[src/rtl/fp_chk_pkg.sv]
// Shared types and helpers for the floating-point stream scoreboard:
// format width derivation, operand classification and magnitude distance.
package fp_chk_pkg;

    localparam int FP_MAX_W = 64;

    typedef enum logic [1:0] {ZERO, NAN, INF, FINITE} fp_class_e;

    function automatic int fp_width(input int exp_bits, input int man_bits);
        return exp_bits + man_bits + 1;
    endfunction

    function automatic fp_class_e fp_classify(input logic [FP_MAX_W-1:0] v,
                                              input int exp_bits,
                                              input int man_bits);
        logic [FP_MAX_W-1:0] exp_mask;
        logic [FP_MAX_W-1:0] man_mask;
        logic [FP_MAX_W-1:0] mag_mask;
        logic [FP_MAX_W-1:0] exp_f;
        logic [FP_MAX_W-1:0] man_f;
        man_mask = (64'd1 << man_bits) - 64'd1;
        exp_mask = (64'd1 << exp_bits) - 64'd1;
        mag_mask = (64'd1 << (exp_bits + man_bits)) - 64'd1;
        exp_f    = (v >> man_bits) & exp_mask;
        man_f    = v & man_mask;
        if (exp_f == exp_mask && man_f != '0)
            return NAN;
        if (exp_f == exp_mask)
            return INF;
        if ((v & mag_mask) == '0)
            return ZERO;
        return FINITE;
    endfunction

    // Sign-magnitude encodings are monotonic in magnitude, so the ULP distance
    // is the plain difference of the magnitude fields.
    function automatic logic [FP_MAX_W-1:0] ulp_distance(input logic [FP_MAX_W-1:0] e,
                                                         input logic [FP_MAX_W-1:0] a,
                                                         input int width);
        logic [FP_MAX_W-1:0] mag_mask;
        logic [FP_MAX_W-1:0] me;
        logic [FP_MAX_W-1:0] ma;
        mag_mask = (64'd1 << (width - 1)) - 64'd1;
        me = e & mag_mask;
        ma = a & mag_mask;
        return (me >= ma) ? (me - ma) : (ma - me);
    endfunction

endpackage

[src/rtl/fp_chk_fifo.sv]
// Circular FIFO of expected transactions with occupancy counter and a
// registered read port (read-before-write when push and pop share a slot).
module fp_chk_fifo #(
    parameter  int DW    = 16,
    parameter  int DEPTH = 16,
    localparam int AW    = $clog2(DEPTH),
    localparam int CW    = $clog2(DEPTH + 1)
) (
    input  logic          clk,
    input  logic          reset,
    input  logic          clear,
    input  logic          push,
    input  logic          pop,
    input  logic [DW-1:0] wr_data,
    output logic [DW-1:0] rd_data,
    output logic          full,
    output logic          empty,
    output logic [CW-1:0] count
);

    logic [DW-1:0] mem [DEPTH];
    logic [AW-1:0] wr_ptr_reg;
    logic [AW-1:0] rd_ptr_reg;
    logic [CW-1:0] count_reg;
    logic [DW-1:0] rd_data_reg;

    always_ff @(posedge clk or posedge reset) begin
        if (reset) begin
            wr_ptr_reg <= '0;
            rd_ptr_reg <= '0;
            count_reg  <= '0;
        end else if (clear) begin
            wr_ptr_reg <= '0;
            rd_ptr_reg <= '0;
            count_reg  <= '0;
        end else begin
            if (push)
                wr_ptr_reg <= wr_ptr_reg + 1'b1;
            if (pop)
                rd_ptr_reg <= rd_ptr_reg + 1'b1;
            if (push && !pop)
                count_reg <= count_reg + 1'b1;
            else if (pop && !push)
                count_reg <= count_reg - 1'b1;
        end
    end

    always_ff @(posedge clk) begin
        if (push)
            mem[wr_ptr_reg] <= wr_data;
        if (pop)
            rd_data_reg <= mem[rd_ptr_reg];
    end

    assign rd_data = rd_data_reg;
    assign full    = (count_reg == CW'(DEPTH));
    assign empty   = (count_reg == '0);
    assign count   = count_reg;

endmodule

[src/rtl/fp_stream_scoreboard.sv]
// Result checker: expected values queue in a FIFO, DUT results are compared
// lane by lane (NaN/zero aware, ULP tolerant) through a two-stage pipeline.
module fp_stream_scoreboard
    import fp_chk_pkg::*;
#(
    parameter  int EXP_BITS = 5,
    parameter  int MAN_BITS = 10,
    parameter  int LANES    = 1,
    parameter  int DEPTH    = 16,
    localparam int WIDTH    = fp_width(EXP_BITS, MAN_BITS),
    localparam int PW       = $clog2(DEPTH + 1)
) (
    input  logic                   clk,
    input  logic                   reset,
    input  logic                   clear,
    input  logic [7:0]             ulp_tol,
    input  logic                   exp_valid,
    input  logic [LANES*WIDTH-1:0] exp_data,
    output logic                   exp_ready,
    input  logic                   dut_valid,
    input  logic [LANES*WIDTH-1:0] dut_data,
    output logic                   err_pulse,
    output logic [LANES-1:0]       err_lane_mask,
    output logic [31:0]            cmp_count,
    output logic [31:0]            err_count,
    output logic [31:0]            first_err_idx,
    output logic                   any_err,
    output logic                   overflow,
    output logic                   underflow,
    output logic [PW-1:0]          pending
);

    logic                   fifo_full;
    logic                   fifo_empty;
    logic                   push;
    logic                   pop;
    logic [LANES*WIDTH-1:0] fifo_rd_data;
    logic [PW-1:0]          fifo_count;

    logic                   s1_valid_reg;
    logic [LANES*WIDTH-1:0] s1_act_reg;
    logic                   s2_valid_reg;
    logic [LANES-1:0]       lane_mismatch;

    logic                   err_pulse_reg;
    logic [LANES-1:0]       err_lane_mask_reg;
    logic [31:0]            cmp_count_reg;
    logic [31:0]            err_count_reg;
    logic [31:0]            first_err_idx_reg;
    logic                   any_err_reg;
    logic                   overflow_reg;
    logic                   underflow_reg;

    // A pop frees a slot in the same cycle, so a push into a full FIFO is
    // accepted when paired with a pop.
    assign pop  = dut_valid && !fifo_empty && !clear;
    assign push = exp_valid && (!fifo_full || pop) && !clear;

    fp_chk_fifo #(
        .DW    (LANES*WIDTH),
        .DEPTH (DEPTH)
    ) u_fifo (
        .clk     (clk),
        .reset   (reset),
        .clear   (clear),
        .push    (push),
        .pop     (pop),
        .wr_data (exp_data),
        .rd_data (fifo_rd_data),
        .full    (fifo_full),
        .empty   (fifo_empty),
        .count   (fifo_count)
    );

    // Stage 1: the FIFO's registered read and the DUT data land together.
    always_ff @(posedge clk or posedge reset) begin
        if (reset) begin
            s1_valid_reg  <= 1'b0;
            s1_act_reg    <= '0;
            overflow_reg  <= 1'b0;
            underflow_reg <= 1'b0;
        end else if (clear) begin
            s1_valid_reg  <= 1'b0;
            overflow_reg  <= 1'b0;
            underflow_reg <= 1'b0;
        end else begin
            s1_valid_reg <= pop;
            if (pop)
                s1_act_reg <= dut_data;
            if (exp_valid && fifo_full && !pop)
                overflow_reg <= 1'b1;
            if (dut_valid && fifo_empty)
                underflow_reg <= 1'b1;
        end
    end

    always_ff @(posedge clk or posedge reset) begin
        if (reset)
            s2_valid_reg <= 1'b0;
        else if (clear)
            s2_valid_reg <= 1'b0;
        else
            s2_valid_reg <= s1_valid_reg;
    end

    // Stage 2: per-lane classification and distance.
    for (genvar gi = 0; gi < LANES; gi++) begin : g_lane
        logic [WIDTH-1:0] lane_e;
        logic [WIDTH-1:0] lane_a;
        fp_class_e        cls_e_reg;
        fp_class_e        cls_a_reg;
        logic             sign_diff_reg;
        logic [WIDTH-1:0] dist_reg;

        assign lane_e = fifo_rd_data[gi*WIDTH +: WIDTH];
        assign lane_a = s1_act_reg[gi*WIDTH +: WIDTH];

        always_ff @(posedge clk or posedge reset) begin
            if (reset) begin
                cls_e_reg     <= ZERO;
                cls_a_reg     <= ZERO;
                sign_diff_reg <= 1'b0;
                dist_reg      <= '0;
            end else if (s1_valid_reg) begin
                cls_e_reg     <= fp_classify(FP_MAX_W'(lane_e), EXP_BITS, MAN_BITS);
                cls_a_reg     <= fp_classify(FP_MAX_W'(lane_a), EXP_BITS, MAN_BITS);
                sign_diff_reg <= lane_e[WIDTH-1] ^ lane_a[WIDTH-1];
                dist_reg      <= WIDTH'(ulp_distance(FP_MAX_W'(lane_e), FP_MAX_W'(lane_a), WIDTH));
            end
        end

        // Rule order matters: NaN handling, then signed zeros, then sign, then distance.
        assign lane_mismatch[gi] =
            (cls_e_reg == NAN && cls_a_reg == NAN)   ? 1'b0 :
            (cls_e_reg == NAN || cls_a_reg == NAN)   ? 1'b1 :
            (cls_e_reg == ZERO && cls_a_reg == ZERO) ? 1'b0 :
            sign_diff_reg                            ? 1'b1 :
            (FP_MAX_W'(dist_reg) > FP_MAX_W'(ulp_tol));
    end

    // Stage 3: verdict, counters and stickies.
    always_ff @(posedge clk or posedge reset) begin
        if (reset) begin
            err_pulse_reg     <= 1'b0;
            err_lane_mask_reg <= '0;
            cmp_count_reg     <= '0;
            err_count_reg     <= '0;
            first_err_idx_reg <= '0;
            any_err_reg       <= 1'b0;
        end else if (clear) begin
            err_pulse_reg     <= 1'b0;
            err_lane_mask_reg <= '0;
            cmp_count_reg     <= '0;
            err_count_reg     <= '0;
            first_err_idx_reg <= '0;
            any_err_reg       <= 1'b0;
        end else begin
            err_pulse_reg <= 1'b0;
            if (s2_valid_reg) begin
                err_lane_mask_reg <= lane_mismatch;
                err_pulse_reg     <= |lane_mismatch;
                if (cmp_count_reg != '1)
                    cmp_count_reg <= cmp_count_reg + 32'd1;
                if (|lane_mismatch) begin
                    if (err_count_reg != '1)
                        err_count_reg <= err_count_reg + 32'd1;
                    if (!any_err_reg) begin
                        first_err_idx_reg <= cmp_count_reg;
                        any_err_reg       <= 1'b1;
                    end
                end
            end
        end
    end

    assign exp_ready     = !fifo_full;
    assign pending       = fifo_count;
    assign err_pulse     = err_pulse_reg;
    assign err_lane_mask = err_lane_mask_reg;
    assign cmp_count     = cmp_count_reg;
    assign err_count     = err_count_reg;
    assign first_err_idx = first_err_idx_reg;
    assign any_err       = any_err_reg;
    assign overflow      = overflow_reg;
    assign underflow     = underflow_reg;

endmodule

[config.mk]
export PLATFORM = sky130hd
export DESIGN_NAME = fp_stream_scoreboard
export DESIGN_NICKNAME = d
export VERILOG_FILES = /design/src/rtl/fp_chk_pkg.sv /design/src/rtl/fp_chk_fifo.sv /design/src/rtl/fp_stream_scoreboard.sv
export SDC_FILE = /design/constraint.sdc
export NUM_CORES = 1
export LEC_CHECK = 0
export BUFFER_PORTS_ARGS = -buffer_cell sky130_fd_sc_hd__buf_2
export CAP_MARGIN = 0
export CORE_MARGIN = 2
export CORE_UTILIZATION = 24
export CTS_CLUSTER_SIZE = 8
export DETAILED_ROUTE_END_ITERATION = 16
export PLACE_DENSITY = 0.38
export SETUP_SLACK_MARGIN = 0.4
export SLEW_MARGIN = 20
export SYNTH_ARGS = -nofsm -noshare
export SYNTH_HDL_FRONTEND = slang
export SYNTH_SLANG_ARGS = --single-unit
export TNS_END_PERCENT = 1
[constraint.sdc]
create_clock -name clk -period 7.8 [get_ports clk]
set_input_delay 1.17 -clock clk [delete_from_list [all_inputs] [get_ports clk]]
set_output_delay 1.17 -clock clk [all_outputs]
set_load 0.02 [all_outputs]
==> impl_metrics.ini, run 1 <==
[route]
drc = 0
first_iter_violations = 548
vias = 12240
drt-total-wl_um = 54400
ant_nets = 0
wl_per_cell_um = 19.80
firstDrtPassIters = 4
viasPerCell = 4.456

[synthesis]
syn_area_um2 = 19420
synthDistinctLibCells = 78
ys_ff_latch = 425
synth_ff_type = edfxtp_1
synth-edff-count = 272
syn_area_per_cell_um2 = 12.99
syn_nets = 1591
ys_warn_count = 0
postSynth.asyncResetShare = 0.3600
yosysSeqAreaShare = 0.6176
synth_cells = 1495

[global_routing]
grtUsageTotal = 0.1302
grt_overflow = 0
grt_pass1_vias = 12770
grt_pass1_wl_um = 82030
grt_max_degree = 101
antenna_found_initial = 8

[timing]
period_minus_slack_ns = 3.561
slew_headroom = 0.2715
setup_viol = 0
fin_crit_sh = 0.4565
setup_ws_ns = 4.239
rsz0062_at_grt = false
hold_viol_final = 0
drv_slew = 0
setup_tns_ns = 0
tightestPinTransition_ns = 1.093
fmax_ghz = 0.2808
finClkSkew_ns = 0.04664

[setup_path]
endpoint_kind = register
crit_type = reg -> reg
path_cells = inv_1, ha_1, fa_1, nand2b_1, a21oi_1, o21ai_0, a21oi_2, nor2_1, buf_4, or3_1, a31oi_2, xnor2_1, mux2_2
crit_fanout = 8
cp.required_ns = 8.28
slowest_delay_ns = 0.46
critPathTopFamily = compound AO/OA/AOI/OAI gates
path_buf_inv = 2
startpoint_type = register
critPathSlowestCell = edfxtp_1
critPathArrivalTime_ns = 4.04

[clocking]
hold_buffers = 0
cts.sinks = 425
cts_made_buffers = 60
clk_pin_slew_ns = 0.05
clock-root-buffer = clkbuf_16
post_cts_buffers = 0
insertion_delay_ns = 0.65
ctsResizeCount = 0
cts_buffer_depth = 3
tritoncts = done
htreeDepth = 2

[finish]
largest_reg_flops = 256
largest_register = u_fifo.mem
final_util = 0.2887
stdcell_count = 2747
areaGrowthSynthToFinish_pct = 19.32
nets = 1753
fill_cells = 8133
drive_gt1_frac = 0.2090

[die]
fp.dieH_um = 288.5
dieWidth_um = 288.5
rows = 104
dieArea_um2 = 83230
io_pins = 152
start_util = 0.2419
fp.coreArea_um2 = 80290

[power_and_ir_drop]
power_mw = 7.016
power_density_nw_per_um2 = 302.7
peakVddDrop_mv = 0.1961
p_leak_nw = 9.032

[place]
place_ws_ns = 3.558
gp_congestion = 0.7700
dp_cells = 2655
dpl.hpwl_um = 34650
port_buffers = 151

[run]
cap_violations = 0

[hold_path]
hold_path.class = reg -> reg

[run_status]
outcome = finished, final reports clean
-- metal layers --
metal / part of all wire / global-route usage / vias to the layer above
li1: - / - / 5806
met1: 0.44 / 0.1682 / 6189
met2: 0.50 / 0.2257 / 162
met3: 0.034 / 0.02133 / 79
met4: 0.020 / 0.03433 / 4
met5: 0.00055 / 0 / -
-- area by class of cell --
class,instances,area [µm²],area share
sequential,425,12000,0.5179
clock inverter,4,120.1,0.005182
tap,1060,1326,0.05722
timing repair buffer,174,930.9,0.04016
clock buffer,85,1625,0.07013
multi-input combinational,933,6920,0.2986
inverter,63,244.0,0.01053
antenna,3,7.507,0.0003239
-- worst register-to-register path: stages (launching register included) --
cell and delay [ns]:
edfxtp_1 0.46, inv_1 0.08, ha_1 0.25, fa_1 0.41, nand2b_1 0.19, a21oi_1 0.26, o21ai_0 0.19, a21oi_2 0.27
nor2_1 0.20, buf_4 0.23, or3_1 0.37, a31oi_2 0.20, xnor2_1 0.08, mux2_2 0.26
-- power by group --
| group | total (mW) | internal, mW | leakage, nW | switching (mW) |
|---|---|---|---|---|
| clock | 2.45 | 1.46 | 0.835 | 0.993 |
| combinational | 1.82 | 0.751 | 3.71 | 1.07 |
| sequential | 2.75 | 2.57 | 4.49 | 0.175 |
-- cells by family (layout without fill, tap and decap cells) --
kind of cell,count (synthesis),in the layout,share of synthesized area
buf+inv,137,326,0.03066
flops,425,425,0.6176
mux,156,156,0.1031
other cells,0,3,0
xor+xnor,69,69,0.03111
compound gates,233,233,0.07665
fa+ha+maj,51,51,0.03401
simple gates,424,424,0.1069
-- cells in the final DEF (no fill, tap or decap), types with 12 or more instances in the layout --
cell type / instances
edfxtp_1: 272
nor2_2: 13
nor2_1: 141
xnor2_1: 34
mux2i_1: 95
a22oi_1: 16
o21ai_0: 70
and3_1: 14
nand3_1: 32
dfrtp_1: 150
mux2_2: 25
buf_4: 24
clkbuf_1: 22
ha_1: 48
buf_2: 150
a221oi_1: 17
nand2_1: 94
nor3_1: 12
clkbuf_16: 60
a21oi_1: 68
xor2_1: 35
nand4_1: 21
nor4_1: 19
inv_1: 62
or3_1: 17
mux4_2: 32
-- stage by stage --
stage               hold WS [ns]  cell area, µm²
finish                    0.4944           23180
global route              0.5242           23170
CTS                       0.4918           23170
detailed placement        0.4787           21420
global placement          0.4741           21420
floorplan                 0.4530           19420
-- Yosys cell counts, types with 6 or more instances --
| cell type | number | share of area |
|---|---|---|
| clkbuf_1 | 42 | 0.0081 |
| or3_1 | 17 | 0.0055 |
| and4_1 | 7 | 0.0032 |
| nand4_1 | 21 | 0.0068 |
| a21o_1 | 10 | 0.0039 |
| inv_1 | 63 | 0.012 |
| edfxtp_1 | 272 | 0.42 |
| nor2_1 | 157 | 0.030 |
| mux2i_1 | 95 | 0.049 |
| mux4_2 | 32 | 0.037 |
| a22oi_1 | 16 | 0.0062 |
| a21oi_1 | 68 | 0.018 |
| nand3_1 | 32 | 0.0082 |
| dfrtp_1 | 153 | 0.20 |
| ha_1 | 48 | 0.031 |
| nand2_1 | 94 | 0.018 |
| mux2_2 | 25 | 0.014 |
| buf_4 | 8 | 0.0031 |
| a221oi_1 | 17 | 0.0077 |
| xnor2_1 | 34 | 0.015 |
| nor2b_1 | 9 | 0.0029 |
| nor3_1 | 12 | 0.0031 |
| xor2_1 | 35 | 0.016 |
| o21ai_0 | 70 | 0.018 |
| o21a_1 | 6 | 0.0023 |
| nor4_1 | 19 | 0.0061 |
| and3_1 | 14 | 0.0045 |
| buf_2 | 11 | 0.0028 |
| buf_1 | 8 | 0.0015 |
| nand2b_1 | 11 | 0.0035 |
-- worst paths after layout --
check	startpoint	end	slack, ns	depth (start not counted)
setup / recovery	u_fifo.rd_data[0]$_DFFE_PP_	g_lane[0].dist_reg[5]$_DFFE_PP0P_	4.24	13
hold / removal	g_lane[0].dist_reg[11]$_DFFE_PP0P_	g_lane[0].dist_reg[11]$_DFFE_PP0P_	0.49	2
setup reg to reg	u_fifo.rd_data[0]$_DFFE_PP_	g_lane[0].dist_reg[5]$_DFFE_PP0P_	4.24	13
hold reg to reg	g_lane[0].dist_reg[11]$_DFFE_PP0P_	g_lane[0].dist_reg[11]$_DFFE_PP0P_	0.49	2
max in group asynchronous	reset	u_fifo.rd_ptr_reg[0]$_DFFE_PP0P_	5.79	3
min in group asynchronous	reset	err_count[7]$_DFFE_PP0P_	0.66	2
No activity file was read; power rests on OpenSTA's default activity.
==> inputs of run 2 (changes only) <==
- PLACE_DENSITY: 0.38 -> 0.39
- clock period: 7.8 -> 3.2 ns (I/O delays scaled with it)
==> impl_metrics.ini, run 2 (synthesis gave the netlist of run 1 again) <==
[die]
io_pins = 152
dieArea_um2 = 83230
fp.dieH_um = 288.5
fp.coreArea_um2 = 80290
rows = 104
dieWidth_um = 288.5
start_util = 0.2419

[route]
vias = 12450
ant_nets = 0
wl_per_cell_um = 19.31
drt-total-wl_um = 54040
drc = 0
firstDrtPassIters = 5
viasPerCell = 4.450
first_iter_violations = 632

[hold_path]
hold_path.class = in -> reg
whs_path_depth = 3
hp-start = dut_data[3]
holdPathEnd = g_lane[0].lane_a[3]$_DFFE_PP0P_

[power_and_ir_drop]
peakVddDrop_mv = 0.3897
p_leak_nw = 9.302
power_density_nw_per_um2 = 738.8
power_mw = 17.53

[setup_path]
cp.required_ns = 3.69
worstReg2RegStart = u_fifo.count[2]$_DFFE_PP0P_
reg2reg_to = u_fifo.count[4]$_DFFE_PP0P_
crit_type = reg -> reg
r2r_setup_slack_ns = 0.41
reg2reg_depth = 10
endpoint_kind = register
startpoint_type = register
crit_fanout = 5
critPathArrivalTime_ns = 3.28

[timing]
setup_tns_ns = 0
period_minus_slack_ns = 2.792
rsz0062_at_grt = true
setup_viol = 0
hold_slack_ns = 0.08443
finClkSkew_ns = 0.02427
fin_crit_sh = 0.8726
hold_viol_final = 0
slew_headroom = 0.3689
tightestPinTransition_ns = 0.9456
drv_slew = 0
fmax_ghz = 0.3581

[place]
port_buffers = 151
dpl.hpwl_um = 36270
dp_cells = 2694
gp_congestion = 0.7908

[run]
cap_violations = 0

[finish]
nets = 1803
final_cell_mix = edfxtp_1 (272), dfrtp_1 (150), buf_2 (150), nor2_1 (140), mux2i_1 (95)
n_antenna_cell = 0
largest_reg_flops = 256
stdcell_count = 2798
largest_register = u_fifo.mem
areaGrowthSynthToFinish_pct = 22.14
drive_gt1_frac = 0.2417
final_util = 0.2955
final_common_cell = edfxtp_1

[run_status]
outcome = finished, final reports clean

[clocking]
clk_pin_slew_ns = 0.05
tritoncts = done
clock-root-buffer = clkbuf_16
cts_made_buffers = 60
cts_buffer_depth = 3
insertion_delay_ns = 0.60
cts.sinks = 425
htreeDepth = 2

[global_routing]
grt_pass1_wl_um = 80940
grt_overflow = 0
grt_pass1_vias = 12970
grtUsageTotal = 0.1285
grt_max_degree = 72
antenna_found_initial = 7
[run 2: changes by cell type in the layout (fill, tap and decap cells not counted), sizes merged]
cell and change:
buf +49, inv -1, dlygate4sd3 +1, clkbuf +5, diode -3, clkinvlp +1
clkinv -1
[run 2: power breakdown]
part	internal [mW]	switching (mW)
logic	2.19	2.85
clock network	3.61	2.29
registers	6.28	0.318
total	12.1	5.45
[run 2: worst max-delay path, cell delays in order, from the launching register on]
cell and delay, ns:
dfrtp_1 0.43, or4_4 0.53, o21ai_4 0.15, and3_1 0.20, nand2b_1 0.15, fa_2 0.38, a21o_1 0.18, a21oi_1 0.18
mux2i_1 0.25, xor2_1 0.17, nor2_1 0.06
[run 2: timing repair]
action	CTS	global route
setup endpoints to repair	40	97
hold buffers	1	0
buffers inserted	7	3
resized for setup	17	17
pin swaps	8	11
hold endpoints to repair	23	0
[run 2: routing by layer]
layer | global-route usage | up-vias | wire length [µm]
met5 | 0 | - | 27
met4 | 0.03912 | 4 | 1403
met3 | 0.02212 | 77 | 1897
met2 | 0.2260 | 181 | 27330
met1 | 0.1605 | 6283 | 23380
li1 | - | 5905 | -
[run 2: worst max path at each step]
stage	slack, ns	start	endpoint	cells after the start
2_1_floorplan	0.29	u_fifo.count[0]$_DFFE_PP0P_	u_fifo.count[4]$_DFFE_PP0P_	10
3_3_place_gp	0.18	ulp_tol[1]	err_count[23]$_DFFE_PP0P_	12
3_5_place_dp	0.16	u_fifo.rd_data[0]$_DFFE_PP_	g_lane[0].dist_reg[5]$_DFFE_PP0P_	13
4_1_cts	0.35	u_fifo.rd_data[2]$_DFFE_PP_	g_lane[0].dist_reg[14]$_DFFE_PP0P_	11
5_1_grt	0.25	u_fifo.rd_data[0]$_DFFE_PP_	g_lane[0].dist_reg[13]$_DFFE_PP0P_	14
6_report	0.41	u_fifo.count[2]$_DFFE_PP0P_	u_fifo.count[4]$_DFFE_PP0P_	10
[run 2: final cells by class]
class	count	area, µm²
Sequential cell	425	12000
Inverter	63	240.2
Fill cell	8149	56560
Tap cell	1060	1326
Clock inverter	3	50.05
Multi-Input combinational cell	933	7047
Clock buffer	90	1677
Timing Repair Buffer	224	1384
[run 2: metrics by stage]
step                      setup slack [ns]  area (µm²)
after floorplan                     0.2912       19430
after CTS                           0.3543       23610
after detailed placement            0.1606       21750
final                               0.4077       23730
after global routing                0.2536       23730
after global placement              0.1765       21750
==> inputs of run 3 (changes only) <==
- CORE_UTILIZATION: 24 -> 54
- PLACE_DENSITY: 0.39 -> 0.75
- TNS_END_PERCENT: 1 -> 50
==> impl_metrics.ini, run 3 (synthesis gave the netlist of run 1 again) <==
[run_status]
outcome = finished, final reports clean

[clocking]
htreeDepth = 2
cts.sinks = 425
cts_made_buffers = 59
clock-root-buffer = clkbuf_16
hold_buffers = 0
cts_buffer_depth = 3
tritoncts = done
insertion_delay_ns = 0.61
clk_pin_slew_ns = 0.05

[setup_path]
critPathArrivalTime_ns = 3.35
r2r_setup_slack_ns = 0.32
crit_fanout = 7
reg2reg_depth = 12
endpoint_kind = register
cp.required_ns = 3.67
crit_type = reg -> reg
crit_start = g_lane[0].lane_a[0]$_DFFE_PP0P_
worstReg2RegStart = g_lane[0].lane_a[0]$_DFFE_PP0P_
startpoint_type = register

[die]
fp.dieH_um = 193.7
dieWidth_um = 193.7
dieArea_um2 = 37500
io_pins = 152
fp.coreArea_um2 = 35480
rows = 69
start_util = 0.5474

[global_routing]
grt_overflow = 0
grt_pass1_wl_um = 70970
antenna_found_initial = 5
grt_pass1_vias = 12750
grt_max_degree = 75
grtUsageTotal = 0.2398

[finish]
fill_cells = 2584
drive_gt1_frac = 0.2442
regArea_um2 = 12000
largest_register = u_fifo.mem
nets = 1801
largest_reg_flops = 256
multi_input_area_um2 = 7109
final_cell_mix = edfxtp_1 (272), dfrtp_1 (150), buf_2 (150), nor2_1 (149)
areaGrowthSynthToFinish_pct = 18.17
final_common_cell = edfxtp_1

[place]
port_buffers = 151
gp_congestion = 0.9138
dpl.hpwl_um = 29490

[run]
cap_violations = 0

[timing]
drv_slew = 0
finClkSkew_ns = 0.02705
tightestPinTransition_ns = 0.9847
period_minus_slack_ns = 2.878
setup_tns_ns = 0
hold_viol_final = 0
fin_crit_sh = 0.8993
slew_headroom = 0.3411
rsz0062_at_grt = true
hold_slack_ns = 0.03347
fmax_ghz = 0.3475
setup_viol = 0

[route]
ant_nets = 0
first_iter_violations = 990
viasPerCell = 5.858
wl_per_cell_um = 20.62
firstDrtPassIters = 5
drc = 0
vias = 12870
drt-total-wl_um = 45300

[power_and_ir_drop]
peakVddDrop_mv = 0.5387
p_leak_nw = 9.279
power_density_nw_per_um2 = 755.3

[hold_path]
hold_path.class = in -> async
==> run 3: metal layers <==
metal | global-route usage | part of all wire
met3 | 0.04818 | 0.061
met4 | 0.08821 | 0.032
met2 | 0.3919 | 0.49
met1 | 0.3208 | 0.42
met5 | 0 | 0.00024
==> run 3: power by group <==
part / switching (mW) / internal, mW
logic: 2.81 / 2.33
clock network: 2.21 / 3.34
registers: 0.368 / 6.28
total: 5.39 / 11.9
==> run 3: final timing paths <==
check                                                    end
min reg2reg                g_lane[0].dist_reg[3]$_DFFE_PP0P_
min in group clk             g_lane[0].lane_a[4]$_DFFE_PP0P_
max reg2reg                g_lane[0].dist_reg[5]$_DFFE_PP0P_
min                                err_count[10]$_DFFE_PP0P_
max                        g_lane[0].dist_reg[5]$_DFFE_PP0P_
max in group asynchronous   u_fifo.rd_ptr_reg[0]$_DFFE_PP0P_
==> run 3: what timing repair did <==
item                                    in CTS  in global routing
gates resized for setup                     14                 55
buffers inserted                             5                  9
gates cloned                                 0                  0
pin swaps                                    1                 16
endpoints found under the setup margin      61                 64
==> run 3: metrics by stage <==
stage	std cells	setup WS [ns]	cell area, µm²	util	total power, mW
5_1_grt	2194	0.2439	22950	0.6467	18.17
4_1_cts	2184	0.2775	22650	0.6383	16.99
2_1_floorplan	1495	0.2912	19430	-	10.05
3_3_place_gp	2091	0.1765	20930	0.5900	11.24
3_5_place_dp	2091	0.1089	20930	0.5900	11.31
6_report	2197	0.3223	22950	0.6469	17.34
==> run 3: layout make-up <==
cell class,count,share of cell area
tap,461,0.02513
sequential,425,0.5229
antenna,4,0.0004361
clock inverter,4,0.002616
clock buffer,84,0.06841
multi-input combinational,933,0.3097
timing repair buffer,223,0.06034
inverter,63,0.01047
==> run 3: critical path, stage by stage (launching register included) <==
cell and delay, ns:
dfrtp_1 0.43, ha_4 0.19, fa_2 0.41, nand2b_4 0.16
a21oi_4 0.16, o21ai_2 0.09, buf_6 0.13, a21oi_4 0.18
nor2_4 0.09, or3_1 0.36, a31oi_2 0.21, xnor2_1 0.09
mux2_2 0.26
